### src/rtl/mux_gather_if.sv
// Handshake and data bundle between a lane-sample producer / word consumer
// and the mux_gather block.
interface mux_gather_if #(
    parameter int unsigned SEL_W = 2,
    parameter int unsigned N     = 4
);
    logic             in_valid;
    logic             in_ready;
    logic [SEL_W-1:0] select;
    logic             q;
    logic             out_valid;
    logic             out_ready;
    logic [N-1:0]     d;
    logic [N-1:0]     lane_mask;
    logic             dup_err;
    logic [7:0]       word_cnt;

    // Producer of lane samples and consumer of gathered words.
    modport master (
        output in_valid, select, q, out_ready,
        input  in_ready, out_valid, d, lane_mask, dup_err, word_cnt
    );

    // The gather block itself.
    modport slave (
        input  in_valid, select, q, out_ready,
        output in_ready, out_valid, d, lane_mask, dup_err, word_cnt
    );
endinterface

### src/rtl/mux_gather.sv
// Rebuilds an N-bit word from (select, q) lane samples produced by a
// 4:1 lane multiplexer and hands it out on a valid/ready port.
module mux_gather #(
    parameter int unsigned SEL_W = 2,
    parameter int unsigned N     = 4
) (
    input  logic       clk,
    input  logic       rst_n,
    mux_gather_if.slave bus
);
    logic [N-1:0] shadow_q, shadow_d;
    logic [N-1:0] mask_q, mask_d;
    logic [N-1:0] d_q, d_d;
    logic         out_valid_q, out_valid_d;
    logic         dup_err_q, dup_err_d;
    logic [7:0]   word_cnt_q, word_cnt_d;

    logic         accept;
    logic         slot_free;
    logic         drain;

    assign bus.in_ready  = ~(&mask_q);
    assign bus.lane_mask = mask_q;
    assign bus.d         = d_q;
    assign bus.out_valid = out_valid_q;
    assign bus.dup_err   = dup_err_q;
    assign bus.word_cnt  = word_cnt_q;

    assign accept    = bus.in_valid & ~(&mask_q);
    assign slot_free = ~out_valid_q | bus.out_ready;
    assign drain     = out_valid_q & bus.out_ready;

    // Next-state: merge the accepted lane, then move a full gather into the
    // output slot whenever the slot is free. Checking the merged mask covers
    // both the final-lane edge and a previously stalled full mask.
    always_comb begin
        shadow_d    = shadow_q;
        mask_d      = mask_q;
        d_d         = d_q;
        out_valid_d = out_valid_q;
        dup_err_d   = 1'b0;
        word_cnt_d  = word_cnt_q;

        if (accept) begin
            shadow_d[bus.select] = bus.q;
            mask_d[bus.select]   = 1'b1;
            dup_err_d            = mask_q[bus.select];
        end

        if (drain) begin
            out_valid_d = 1'b0;
            word_cnt_d  = word_cnt_q + 8'd1;
        end

        if ((&mask_d) && slot_free) begin
            d_d         = shadow_d;
            out_valid_d = 1'b1;
            mask_d      = '0;
        end
    end

    // State registers with asynchronous active-low reset.
    always_ff @(posedge clk or negedge rst_n) begin
        if (!rst_n) begin
            shadow_q    <= '0;
            mask_q      <= '0;
            d_q         <= '0;
            out_valid_q <= 1'b0;
            dup_err_q   <= 1'b0;
            word_cnt_q  <= '0;
        end else begin
            shadow_q    <= shadow_d;
            mask_q      <= mask_d;
            d_q         <= d_d;
            out_valid_q <= out_valid_d;
            dup_err_q   <= dup_err_d;
            word_cnt_q  <= word_cnt_d;
        end
    end
endmodule

### src/flat_wrapper.sv
// flat-port wrapper written by rule: the top's interface ports become plain ports
module mux_gather_flat 
#(
    parameter int unsigned SEL_W = 2,
    parameter int unsigned N     = 4
)
  (clk, rst_n, bus_in_valid, bus_select, bus_q, bus_out_ready, bus_in_ready, bus_out_valid, bus_d, bus_lane_mask, bus_dup_err, bus_word_cnt);
  mux_gather_if #(.SEL_W(SEL_W), .N(N)) bus_i ();
  input  logic clk;
  input  logic rst_n;
  input wire logic [$bits(bus_i.in_valid)-1:0] bus_in_valid;
  input wire logic [$bits(bus_i.select)-1:0] bus_select;
  input wire logic [$bits(bus_i.q)-1:0] bus_q;
  input wire logic [$bits(bus_i.out_ready)-1:0] bus_out_ready;
  output wire logic [$bits(bus_i.in_ready)-1:0] bus_in_ready;
  output wire logic [$bits(bus_i.out_valid)-1:0] bus_out_valid;
  output wire logic [$bits(bus_i.d)-1:0] bus_d;
  output wire logic [$bits(bus_i.lane_mask)-1:0] bus_lane_mask;
  output wire logic [$bits(bus_i.dup_err)-1:0] bus_dup_err;
  output wire logic [$bits(bus_i.word_cnt)-1:0] bus_word_cnt;
  assign bus_i.in_valid = bus_in_valid;
  assign bus_i.select = bus_select;
  assign bus_i.q = bus_q;
  assign bus_i.out_ready = bus_out_ready;
  assign bus_in_ready = bus_i.in_ready;
  assign bus_out_valid = bus_i.out_valid;
  assign bus_d = bus_i.d;
  assign bus_lane_mask = bus_i.lane_mask;
  assign bus_dup_err = bus_i.dup_err;
  assign bus_word_cnt = bus_i.word_cnt;
  mux_gather #(.SEL_W(SEL_W), .N(N)) u_core (.clk(clk), .rst_n(rst_n), .bus(bus_i));
endmodule
### config.mk
export PLATFORM = sky130hd
export DESIGN_NAME = mux_gather_flat
export DESIGN_NICKNAME = d
export VERILOG_FILES = /design/src/rtl/mux_gather_if.sv /design/src/rtl/mux_gather.sv /design/src/flat_wrapper.sv
export SDC_FILE = /design/constraint.sdc
export NUM_CORES = 1
export LEC_CHECK = 0
export CAP_MARGIN = 20
export CELL_PAD_IN_SITES_DETAIL_PLACEMENT = 0
export CELL_PAD_IN_SITES_GLOBAL_PLACEMENT = 1
export CORE_ASPECT_RATIO = 1.75
export CORE_MARGIN = 1.5
export CORE_UTILIZATION = 37
export CTS_CLUSTER_DIAMETER = 150
export DETAILED_ROUTE_END_ITERATION = 8
export GPL_ROUTABILITY_DRIVEN = 0
export PLACE_DENSITY = 0.83
export SYNTH_ARGS = -nofsm -noshare
export SYNTH_HDL_FRONTEND = slang
export SYNTH_SLANG_ARGS = --single-unit
### constraint.sdc
create_clock -name clk -period 2 [get_ports clk]
set_input_delay 0.6 -clock clk [delete_from_list [all_inputs] [get_ports clk]]
set_output_delay 0.6 -clock clk [all_outputs]
set_load 0.05 [all_outputs]
Word level (Yosys, flattened, before mapping)
Cells that the tools add are included. Widths: inputs -> output; s select.

Logic and storage cells: 31. Output and inout bits: 19. Input bits: 7. Bits in registers: 22.

Reductions and logical operators: 5. $lt $le $gt $ge: 2. Bitwise logic cells: 6. Muxes and demuxes: 11. Add/sub/neg operators: 1.

Operators with widths (count): $mux 4 (3); $add 8x1->8 const B (1); $reduce_and 4->1 (2); $mux 1 (5); $bwmux 4 (1); $or 4x4->4 (1); $lt 2x3->1 const B (1); $and 1x1->1 (2); $bmux 1 s2 (1); $demux 1 s2 (1); $ge 2x1->1 const B (1); $logic_and 1x1->1 (2); $not 1->1 (2); $reduce_bool 2->1 (1); $or 1x1->1 (1).

Logic depth before layout (Yosys ltp)
Gate-level depths: netlist of the first run.

Depth in word-level cells: 9. Depth in mapped cells: 5.

Worst setup path before layout of the first run
Ideal clock, no wire load.

Kind: reg2reg. From: register u_core.mask_q[1] (netlist: u_core.bus.lane_mask[1]). To: register u_core.d_q[2] (netlist: u_core.bus.d[2]). Buffers on the path: 0. Stages on the path, launching flop included: 5. Setup time: 0.125 ns. Clock period less this slack: 2.165 ns. Required time: 1.875 ns. Setup slack: -0.165 ns. Data arrival time: 2.040 ns. Cell sequence: dfrtp_1 -> nand4_2 -> nor3b_1 -> mux2_4 -> mux2_4.

Elaborated cells on any way between the ends: 8. Classes of those cells: mux: 2; bitwise: 3; reduce/logical: 3.

RTL lines: from (decl) (RTL line mux_gather.sv:12) `logic [N-1:0] mask_q, mask_d;`; from (signal assigned) (RTL line mux_gather.sv:73) `mask_q <= mask_d;`; $reduce_and 4->1; $not 1->1; named net bus_in_ready (RTL line flat_wrapper.sv:15) `output wire logic [$bits(bus_i.in_ready)-1:0] bus_in_ready;`; $and 1x1->1 (RTL line mux_gather.sv:29) `assign accept = bus.in_valid & ~(&mask_q);`; $mux 4 (RTL line mux_gather.sv:44) `if (accept) begin`; named net u_core.shadow_d[2] (RTL line mux_gather.sv:11) `logic [N-1:0] shadow_q, shadow_d;`; to (signal assigned) (RTL line mux_gather.sv:67) `d_q <= '0;`; to (signal assigned) (RTL line mux_gather.sv:74) `d_q <= d_d;`; to (decl) (RTL line mux_gather.sv:13) `logic [N-1:0] d_q, d_d;`.

The timed path passes the listed nets, and every way through them passes these cells. A chain may end at the register's enable or synchronous reset.

Worst setup path after layout of the first run
From: input bus_select[1]. To: register u_core.d_q[0] (netlist: u_core.bus.d[0]).

Longest elaborated chain between the ends: 8. Elaborated cells on any way between the ends: 11. Classes of those cells: order compare: 2; mux: 5; bitwise: 1; reduce/logical: 3.

Ends and longest elaborated chain: from (decl) (RTL line flat_wrapper.sv:12) `input wire logic [$bits(bus_i.select)-1:0] bus_select;`; $lt 2x3->1 (implied by the code) / $ge 2x1->1 (equally long branches) (RTL line mux_gather.sv:45, mux_gather.sv:46); $logic_and 1x1->1 (implied by the code) (RTL line mux_gather.sv:45, mux_gather.sv:46); $mux 1 (implied by the code) (RTL line mux_gather.sv:45, mux_gather.sv:46); $demux 1 s2 *; $or 4x4->4 (no source line); $mux 4 (RTL line mux_gather.sv:44); $reduce_and 4->1 (RTL line mux_gather.sv:55) `if ((&mask_d) && slot_free) begin`; $logic_and 1x1->1 (RTL line mux_gather.sv:55).

Every way passes the cells marked *; elsewhere a longest branch is shown, timed or not.

==> metrics.yaml, run 1 <==
outcome:
  status: "complete, no violations"
floorplanning:
  die_width_um: 42.20
  die_area_mm2: 0.003021
  coreArea_mm2: 0.002522
  dieHeight_um: 71.59
  rows: 24
  start_util: 0.3943
  io_pins: 26
synth:
  netlist_area_um2: 994.7
  yosysSeqAreaShare: 0.5535
  synthCells: 75
  yosysWarnings: 0
  netlist-cell-type-count: 28
  avgSynthCellArea_um2: 13.26
  syn_nets: 83
  synth_area_leaders: "dfrtp_1 55%, mux2_4 7.5%, xnor2_1 3.5%, mux2_2 3.4%, nand2_1 3.0%"
  ys_ff_latch: 22
  yosysTopAreaCellShare: 0.5535
  synth_top_area_cell: "dfrtp_1"
cts:
  clock_sinks: 22
  tritoncts: "done"
  htreeDepth: 1
  path_clk_slew_ns: 0.08
  hold_buffers: 0
  cts-root-buf: "clkbuf_8"
  clock_path_buffers: 2
  numCtsBuffers: 3
  insertion_delay_ns: 0.26
global_route:
  grt_overflow_total: 0
  antenna_found_initial: 0
  grtUsageTotal: 0.1490
  grt_pass1_wl_um: 3470
  grt_max_degree: 23
  grt_pass1_vias: 778
final_layout:
  design_area_mm2: 0.001416
  syn_to_final_growth_pct: 42.39
  fin_nets: 122
  drive_above_1_share: 0.4248
  utilization: 0.5615
  fillCellCount: 229
  diodes: 0
sta:
  setup_viol: 0
  clock-skew-final_ns: 0.001729
  tightest_slew_ns: 0.3106
  fmax_mhz: 556.5
  fin_crit_ns: 1.797
  hold_viol: 0
  drv_slew: 0
  max-slew-margin-rel: 0.7930
  min_period_over_period: 0.8985
  rsz0062_at_grt: "false"
worst_setup_path:
  crit-reg2reg-launch: "u_core.bus.lane_mask[2]"
  cp_cell_sequence: "dlygate4sd2_1 > and3b_1 > and2_4 > o211ai_4 > mux2_4"
  worst_setup_path_start_kind: "input port"
  worstPathArrival_ns: 1.95
  reg2reg_depth: 4
  max_stage_delay_ns: 0.34
  crit_path_end_kind: "flop"
  path_class: "input port to flop"
  slowest_stage: "dlygate4sd2_1"
  reg2reg_slack_ns: 0.33
  crit_start: "bus_select[1]"
  worstPathMaxFanout: 6
  rr_endpoint: "u_core.bus.d[2]"
  critPathRequiredTime_ns: 2.15
  critPathCapture: "u_core.bus.d[0]"
detailed_routing:
  ant_nets: 0
  drc_errors: 0
  drtPass1Iterations: 2
  routed_wirelength_um: 1966
  wl_per_cell_um: 14.14
  drt-initial-drc-count: 9
  vias_per_cell: 5.209
  vias: 724
power:
  p_per_area_mw_per_mm2: 1748
  max-vdd-ir-drop_mv: 0.8296
  p_leak_nw: 0.6888
place:
  detailed_place_hpwl_um: 1522
  place_area_mm2: 0.001320
  io_buffers: 25
min_path:
  hp-start: "u_core.bus.word_cnt[7]"
  hp-class: "flop to flop"
run:
  max_cap_viol_count: 0
-- Yosys cell counts (all sizes together) --
| cell type | n |
|---|---|
| dfrtp | 22 |
| mux2 | 9 |
| nand2 | 8 |
| nand3 | 4 |
| xnor2 | 4 |
| nor2 | 3 |
| o21a | 3 |
| xor2 | 3 |
| and2 | 2 |
| nand2b | 2 |
| nand4 | 2 |
| nor3b | 2 |
| o21ai | 2 |
| a22o | 1 |
| a31o | 1 |
| and3 | 1 |
| and3b | 1 |
| buf | 1 |
| ha | 1 |
| mux4 | 1 |
| nor3 | 1 |
| o211ai | 1 |
-- per-stage QoR --
step	cells	hold slack [ns]	setup TNS, ns	power [mW]	setup WS (ns)
floorplan	75	0.3044	0	1.645	0.01663
global placement	133	0.4634	-2.276	2.055	-0.2906
detailed placement	133	0.4639	-2.711	2.082	-0.3368
CTS	138	0.4791	0	2.500	0.005319
global route	139	0.5139	0	2.603	0.1319
finish	139	0.4729	0	2.476	0.2031
-- area by class of cell --
class	instances	area, µm²	share of cell area
Tap cell	26	32.53	0.02297
Timing Repair Buffer	35	302.8	0.2138
Sequential cell	22	551.8	0.3896
Clock inverter	1	30.03	0.02120
Clock buffer	3	41.29	0.02915
Multi-Input combinational cell	52	457.9	0.3233
-- worst min path at each step --
stage / slack, ns / depth (start not counted) / endpoint
2_1_floorplan: 0.30 / 0 / u_core.bus.d[0]
3_3_place_gp: 0.46 / 1 / u_core.bus.word_cnt[7]
3_5_place_dp: 0.46 / 1 / u_core.bus.word_cnt[7]
4_1_cts: 0.48 / 1 / u_core.bus.word_cnt[7]
5_1_grt: 0.51 / 1 / u_core.bus.word_cnt[7]
6_report: 0.47 / 1 / u_core.bus.word_cnt[7]
-- critical path, delay by kind of cell --
| kind | cells | cell delay, ns |
|---|---|---|
| buf+inv | 1 | 0.34 |
| compound gates | 1 | 0.27 |
| mux | 1 | 0.33 |
| simple gates | 2 | 0.41 |
-- registers in the layout, indices dropped and copies added, names as in the netlist --
name	count
u_core.bus.word_cnt	8
u_core.bus.d	4
u_core.bus.lane_mask	4
u_core.shadow_q	4
u_core.bus.dup_err	1
u_core.bus.out_valid	1
-- cells in the final DEF, fill, tap and decap left out, types with 3 or more instances in the layout --
master / n
dfrtp_1: 21
nor2_1: 3
xnor2_1: 4
nand2_1: 8
clkdlybuf4s50_1: 3
xor2_1: 3
buf_4: 27
o21a_1: 3
nand3_1: 4
mux2_4: 5
clkbuf_8: 3
mux2_2: 3
-- repair_timing --
action	4_1_cts	5_1_grt
setup endpoints to repair	5	8
setup buffers	1	1
resized for setup	4	1
pin swaps	3	1
-- power breakdown --
part           total, mW  internal, mW  switching [mW]
clock              0.409         0.267           0.142
sequential         0.794         0.615           0.179
combinational       1.27         0.508           0.765
total               2.48          1.39            1.09
-- cell families after synthesis --
family,synth area share
multiplexers,0.1472
flip-flops,0.5535
AND/OR/NAND/NOR,0.1484
adder cells (fa/ha/maj),0.01258
buffers and inverters,0.005027
AO/OA/AOI/OAI,0.07169
XOR/XNOR,0.06164
-- routing by layer --
layer  GRT usage  vias to the layer above  share of wire
li1            -                      338              -
met1      0.1694                      359           0.39
met2      0.2735                       22           0.55
met3     0.01763                        5          0.045
met4     0.06250                        0          0.019
met5           0                        -              0
Power figures use the tool's default switching activity.
==> run 2: changes to the inputs <==
--- a/config.mk
+++ b/config.mk
@@ -5,7 +5,7 @@
 export SDC_FILE = /design/constraint.sdc
 export NUM_CORES = 1
 export LEC_CHECK = 0
-export CAP_MARGIN = 20
+export CAP_MARGIN = 30
 export CELL_PAD_IN_SITES_DETAIL_PLACEMENT = 0
 export CELL_PAD_IN_SITES_GLOBAL_PLACEMENT = 1
 export CORE_ASPECT_RATIO = 1.75
==> results of run 2 <==
The final DEF is identical to that of run 1; final timing and power are the same.
